File: src/rtl/wb_mem_responder.sv
// Wishbone B3 classic-cycle slave: word-addressed memory behind a fixed
// number of wait states. Bad addresses terminate with err; every
// RETRY_EVERY-th in-range access terminates with rty when enabled.
module wb_mem_responder #(
  parameter logic [31:0] ADDR_BASE   = 32'h0000_1000,
  parameter int          DEPTH_LOG2  = 6,
  parameter int          WAIT_STATES = 2,
  parameter int          RETRY_EVERY = 0
) (
  input  logic        wb_clk_i,
  input  logic        wb_rst_i,
  input  logic [31:0] wb_adr_i,
  input  logic [31:0] wb_dat_i,
  output logic [31:0] wb_dat_o,
  input  logic        wb_we_i,
  input  logic [3:0]  wb_sel_i,
  input  logic        wb_stb_i,
  input  logic        wb_cyc_i,
  output logic        wb_ack_o,
  output logic        wb_err_o,
  output logic        wb_rty_o
);

  localparam int          DEPTH      = 1 << DEPTH_LOG2;
  localparam logic [32:0] ADDR_END   = {1'b0, ADDR_BASE} + (33'd4 << DEPTH_LOG2);
  localparam logic [3:0]  WAIT_LOAD  = (WAIT_STATES > 0) ? 4'(WAIT_STATES - 1) : 4'd0;
  localparam logic [15:0] RETRY_LAST = (RETRY_EVERY > 0) ? 16'(RETRY_EVERY - 1) : 16'd0;

  typedef enum logic [1:0] {
    S_IDLE = 2'd0,
    S_WAIT = 2'd1,
    S_RESP = 2'd2
  } state_t;

  state_t state, state_next;

  // Request captured in IDLE; later input changes are ignored.
  logic [31:0] adr_q;
  logic [31:0] wdata_q;
  logic        we_q;
  logic [3:0]  sel_q;

  logic [3:0]  wait_cnt;
  logic [15:0] retry_cnt;

  logic        ack_q, err_q, rty_q;
  logic [31:0] rdata_q;

  logic [31:0] mem [0:DEPTH-1];

  logic        req;
  logic        enter_resp;
  logic [31:0] cur_adr;
  logic [31:0] cur_dat;
  logic        cur_we;
  logic [3:0]  cur_sel;
  logic        in_range;
  logic        retry_hit;
  logic [DEPTH_LOG2-1:0] index;

  logic        resp_ack, resp_err, resp_rty;
  logic        mem_wr;

  assign req = wb_cyc_i & wb_stb_i;

  // Select the request being decoded: live inputs when a zero-wait access
  // is accepted straight out of IDLE, the captured request otherwise.
  always_comb begin
    // NOTE: every always_comb output gets a default before any branch so
    // no path leaves it unassigned and no latch is inferred.
    cur_adr = adr_q;
    cur_dat = wdata_q;
    cur_we  = we_q;
    cur_sel = sel_q;
    if (state == S_IDLE) begin
      cur_adr = wb_adr_i;
      cur_dat = wb_dat_i;
      cur_we  = wb_we_i;
      cur_sel = wb_sel_i;
    end
  end

  // Address decode; 33-bit compares keep the end bound from wrapping.
  assign in_range = ({1'b0, cur_adr} >= {1'b0, ADDR_BASE}) &&
                    ({1'b0, cur_adr} <  ADDR_END) &&
                    (cur_adr[1:0] == 2'b00);
  // Base is word aligned, so the low index bits of the difference only
  // depend on the low address bits.
  assign index     = cur_adr[DEPTH_LOG2+1:2] - ADDR_BASE[DEPTH_LOG2+1:2];
  assign retry_hit = (RETRY_EVERY > 0) && (retry_cnt == RETRY_LAST);

  // State register.
  always_ff @(posedge wb_clk_i) begin
    // NOTE: clocked state uses non-blocking assignments so every register
    // samples the pre-edge values regardless of statement order.
    if (!wb_rst_i) state <= S_IDLE;
    else           state <= state_next;
  end

  // Next-state logic; a dropped cycle in WAIT aborts silently.
  always_comb begin
    state_next = state;
    case (state)
      S_IDLE: if (req) state_next = (WAIT_STATES == 0) ? S_RESP : S_WAIT;
      S_WAIT: begin
        if (!wb_cyc_i)          state_next = S_IDLE;
        else if (wait_cnt == 0) state_next = S_RESP;
      end
      S_RESP:  state_next = S_IDLE;
      default: state_next = S_IDLE;
    endcase
  end

  assign enter_resp = (state != S_RESP) && (state_next == S_RESP);

  // Response decision taken on the edge entering RESP: err beats rty beats ack.
  always_comb begin
    resp_ack = 1'b0;
    resp_err = 1'b0;
    resp_rty = 1'b0;
    mem_wr   = 1'b0;
    if (enter_resp && wb_rst_i) begin
      if (!in_range)     resp_err = 1'b1;
      else if (retry_hit) resp_rty = 1'b1;
      else begin
        resp_ack = 1'b1;
        mem_wr   = cur_we;
      end
    end
  end

  // Request capture, wait/retry counters and registered response outputs.
  always_ff @(posedge wb_clk_i) begin
    if (!wb_rst_i) begin
      adr_q     <= '0;
      wdata_q   <= '0;
      we_q      <= 1'b0;
      sel_q     <= '0;
      wait_cnt  <= '0;
      retry_cnt <= '0;
      ack_q     <= 1'b0;
      err_q     <= 1'b0;
      rty_q     <= 1'b0;
      rdata_q   <= '0;
    end else begin
      if (state == S_IDLE && req) begin
        adr_q    <= wb_adr_i;
        wdata_q  <= wb_dat_i;
        we_q     <= wb_we_i;
        sel_q    <= wb_sel_i;
        wait_cnt <= WAIT_LOAD;
      end else if (state == S_WAIT && wait_cnt != 4'd0) begin
        wait_cnt <= wait_cnt - 4'd1;
      end

      if (resp_rty)
        retry_cnt <= '0;
      else if (enter_resp && in_range && RETRY_EVERY > 0)
        retry_cnt <= retry_cnt + 16'd1;

      ack_q   <= resp_ack;
      err_q   <= resp_err;
      rty_q   <= resp_rty;
      rdata_q <= (resp_ack && !cur_we) ? mem[index] : '0;
    end
  end

  // Byte-lane write, committed on the edge entering an acked RESP.
  always_ff @(posedge wb_clk_i) begin
    // NOTE: the storage array has no reset; clearing it would turn the RAM
    // into a flop bank and its contents are defined only after a write.
    if (mem_wr) begin
      for (int b = 0; b < 4; b++) begin
        if (cur_sel[b]) mem[index][8*b +: 8] <= cur_dat[8*b +: 8];
      end
    end
  end

  assign wb_ack_o = ack_q;
  assign wb_err_o = err_q;
  assign wb_rty_o = rty_q;
  assign wb_dat_o = rdata_q;

endmodule

File: config.mk
export PLATFORM = sky130hd
export DESIGN_NAME = wb_mem_responder
export DESIGN_NICKNAME = d
export VERILOG_FILES = /design/src/rtl/wb_mem_responder.sv
export SDC_FILE = /design/constraint.sdc
export NUM_CORES = 2
export LEC_CHECK = 0
export BUFFER_PORTS_ARGS = -buffer_cell sky130_fd_sc_hd__buf_2
export CAP_MARGIN = 25
export CORE_UTILIZATION = 35
export DETAILED_ROUTE_END_ITERATION = 12
export GPL_TIMING_DRIVEN = 0
export HOLD_SLACK_MARGIN = 0.03
export SLEW_MARGIN = 15
export SYNTH_ARGS = -nofsm -noshare
export SYNTH_HDL_FRONTEND = slang
export SYNTH_SLANG_ARGS = --single-unit
File: constraint.sdc
create_clock -name wb_clk_i -period 8.44 [get_ports wb_clk_i]
set_input_delay 0.844 -clock wb_clk_i [delete_from_list [all_inputs] [get_ports wb_clk_i]]
set_output_delay 0.844 -clock wb_clk_i [all_outputs]
set_load 0.02 [all_outputs]
==> results.tsv <==
stage	metric	value	unit
timing	RSZ-0062 raised after global routing	no	
floorplan	I/O Pins	108	
critical_path	worst r2r dst	mem[45][12]	
critical_path	crit path launch type	flip-flop	
floorplan	die height	491	µm
timing	fin crit period	5570	ps
critical_path	R2R depth	10	
timing	post-route setup slack	2870	ps
detailed_routing	metal2 WL	136	mm
detailed_routing	DR iter-0 viols	9502	
clock_tree	root buf cell	clkbuf_16	
cells_and_area	area grow syn2layout	17.5	%
detailed_routing	via count	54007	
grt	GR Overflow Total	0	
placement	RD Place Congestion	0.978	
detailed_routing	detailed-routing wirelength on met1	109	mm
synth	sequential cell area fraction in the yosys report	0.762	
clock_tree	CTS sink cnt	2157	
placement	pre-CTS setup slack	2380	ps
timing	FMAX	0.179	GHz
floorplan	Die X	491	µm
detailed_routing	detailed-router iteration count before antenna repair	11	
timing	Final Max Tran Viols	0	
timing	Post-Route Setup TNS	0	ps
detailed_routing	ANT nets after route	0	
floorplan	row cnt	179	
cells_and_area	Filler Cells Inserted	21203	
cells_and_area	nets@finish	5729	
timing	Hold Fails Final Rpt	0	
critical_path	FF-to-FF Start	state[1]	
grt	global-route wire length before repair	417	mm
grt	GRT Util Overall	0.251	
clock_tree	CTS tree	done	
floorplan	Die Area	241000	µm²
floorplan	core region area	238000	µm²
detailed_routing	routed wl met3	41.7	mm
synth	Top FF cell, synth	edfxtp_1	
status	status	complete, no violations	
timing	Fin Clk Skew	64.4	ps
detailed_routing	highest routed layer	met5	
detailed_routing	routed wire length per instance	34.5	µm
detailed_routing	# DRC	0	
clock_tree	maximum root-to-sink buffer count	3	
synth	Synth top cells by count	edfxtp_1 (2048), nand2_1 (427), mux2i_1 (281), mux2_2 (263), a21oi_1 (224)	
critical_path	CP required	8940	ps
synth	synth top area cells	edfxtp_1 (74%), mux2_2 (3.5%), mux2i_1 (3.4%)	
clock_tree	Worst-Skew Late Latency	890	ps
synth	most frequent cell after synthesis	edfxtp_1	
synth	Synth warnings	0	
synth	Synth Cell Area	83600	µm²
placement	PortBufs	104	
synth	async set-or-reset flop fraction in the synthesized netlist	0	
synth	Yosys top cell area share	0.736	
synth	Post-Syn Instances	5131	
placement	HPWL Detailed	223	mm
timing	Final period util	0.660	
power	maximum vdd drop	224	µV
cells_and_area	layout cell share with drive strength beyond 1	0.222	
synth	Yosys cell types	73	
job	Max-Cap Viols	0	
detailed_routing	vias per inst	5.99	
clock_tree	clock slew at reported path FFs	60	ps
clock_tree	hold buffer count at CTS	0	
synth	Syn Area/Cell	16.3	µm²
floorplan	Starting Density	0.352	
clock_tree	Post-CTS Resized	0	
critical_path	crit end category	flip-flop	
critical_path	R2R Setup Slk	2870	ps
grt	largest net degree at the start of global routing	65	
synth	Yosys reg bits	2157	
cells_and_area	Util after Layout	0.413	
clock_tree	Post-CTS Setup Inserts	0	
power	PwrDens	236	nW/µm²
grt	vias in the first global route	51310	
synth	biggest area consumer among synthesized cells	edfxtp_1	
timing	final setup vio count	0	
detailed_routing	WL final	311	mm
synth	EDFF count, synth	2048	
critical_path	Critical Path Start	state[1]	
grt	initial antenna violation count	29	
synth	Synth Net Count	5205	
timing	max_slew headroom	0.152	
critical_path	Max Fanout on Critical Path	10	
critical_path	Setup CP Type	reg2reg	
power	Leakage Power	0.0310	µW
clock_tree	Num CTS Buffers	209	
critical_path	critical path arrival	6070	ps
hold_path	worst min-delay path class	in2reg	
timing	Worst Tran Pin Value	1270	ps
critical_path	Critical Path Sink	mem[45][12]	
clock_tree	H-Tree Depth	4	
[worst max-delay path: stages (launching register included)]
cell and delay, ps:
dfxtp_1 300, buf_2 210, buf_4 230, nor2_1 80, buf_4 210, o21bai_2 870, buf_2 580, buf_2 550
nand2_1 640, clkbuf_1 630, nor3_2 880
[worst min path at each step]
| stage | start | endpoint | slack, ps | cells past startpoint |
|---|---|---|---|---|
| finish | wb_adr_i[11] | adr_q[11] | 210 | 3 |
| global route | wb_adr_i[11] | adr_q[11] | 220 | 3 |
| CTS | wb_adr_i[11] | adr_q[11] | 180 | 3 |
| detailed placement | wdata_q[3] | wdata_q[3] | 460 | 2 |
| global placement | sel_q[0] | sel_q[0] | 450 | 2 |
| floorplan | adr_q[12] | adr_q[12] | 440 | 2 |
[through the flow]
| step | power [µW] | hold slack [ps] | cells | instance area (µm²) |
|---|---|---|---|---|
| after global placement | 13900 | 450 | 8402 | 88100 |
| after detailed placement | 13900 | 458 | 8593 | 91200 |
| after global routing | 23600 | 216 | 9005 | 98200 |
| final | 23200 | 212 | 9014 | 98200 |
| after floorplan | 12900 | 439 | 5131 | 83600 |
| after CTS | 23100 | 176 | 8982 | 98000 |
[state kept, by name, indices dropped and copies added (netlist names)]
name	count
wb_err_o	1
sel_q	4
wb_ack_o	1
state	2
adr_q	32
wdata_q	32
wait_cnt	4
mem	2048
we_q	1
wb_dat_o	32
[cell families (layout without fill, tap and decap cells)]
kind of cell,count (synthesis),count (layout),synth area share
XOR/XNOR,3,3,0.000314
flip-flops,2157,2157,0.762
buffers and inverters,378,1080,0.0209
adder cells (fa/ha/maj),1,1,0.000150
multiplexers,551,551,0.0702
other,1,15,0.0000449
AO/OA/AOI/OAI,1118,1118,0.0973
AND/OR/NAND/NOR,922,922,0.0494
[cells in the final DEF (no fill, tap or decap), drive strengths merged, types with 6 or more instances in the layout]
master,netlist,layout
a21oi,224,224
nand2,429,429
edfxtp,2048,2048
a221oi,13,13
diode,0,14
nor2,134,134
nand4,8,8
clkinvlp,0,9
buf,189,495
a31oi,58,58
a22oi,178,178
o21a,22,22
o2bb2ai,6,6
inv,4,10
a222oi,204,204
a21boi,71,71
or4,8,8
a41oi,25,25
clkbuf,185,449
clkinv,0,99
bufinv,0,18
o22a,12,12
a221o,10,10
dfxtp,109,109
o22ai,101,101
and3,26,26
a31o,23,23
o21ai,115,115
mux2,268,268
nand3,79,79
nor4,16,16
a2111oi,13,13
a22o,26,26
mux2i,282,282
nor3,199,199
[layer usage]
metal  vias up  track usage
li1      21685            -
met1     27368        0.315
met2      4052        0.377
met3       876       0.0736
met4        26        0.165
met5         -            0
[final cells by class]
| class | instances | area [µm²] | area share |
|---|---|---|---|
| plain buffers | 374 | 1760 | 0.0179 |
| flip-flops and latches | 2157 | 63700 | 0.648 |
| repair buffers | 313 | 2670 | 0.0271 |
| clock buffers | 257 | 5450 | 0.0555 |
| clock inverters | 132 | 1350 | 0.0137 |
| multi-input cells | 2596 | 19300 | 0.197 |
| well taps | 3167 | 3960 | 0.0403 |
| diodes | 14 | 35.0 | 0.000357 |
| inverters | 4 | 15.0 | 0.000153 |
[where the power goes]
| group | total, µW | internal (µW) | switching, µW |
|---|---|---|---|
| logic | 1970 | 489 | 1480 |
| registers | 11800 | 11800 | 9.14 |
| clock network | 9360 | 5170 | 4200 |
| total | 23200 | 17500 | 5690 |
No activity file was read; power rests on OpenSTA's default activity.
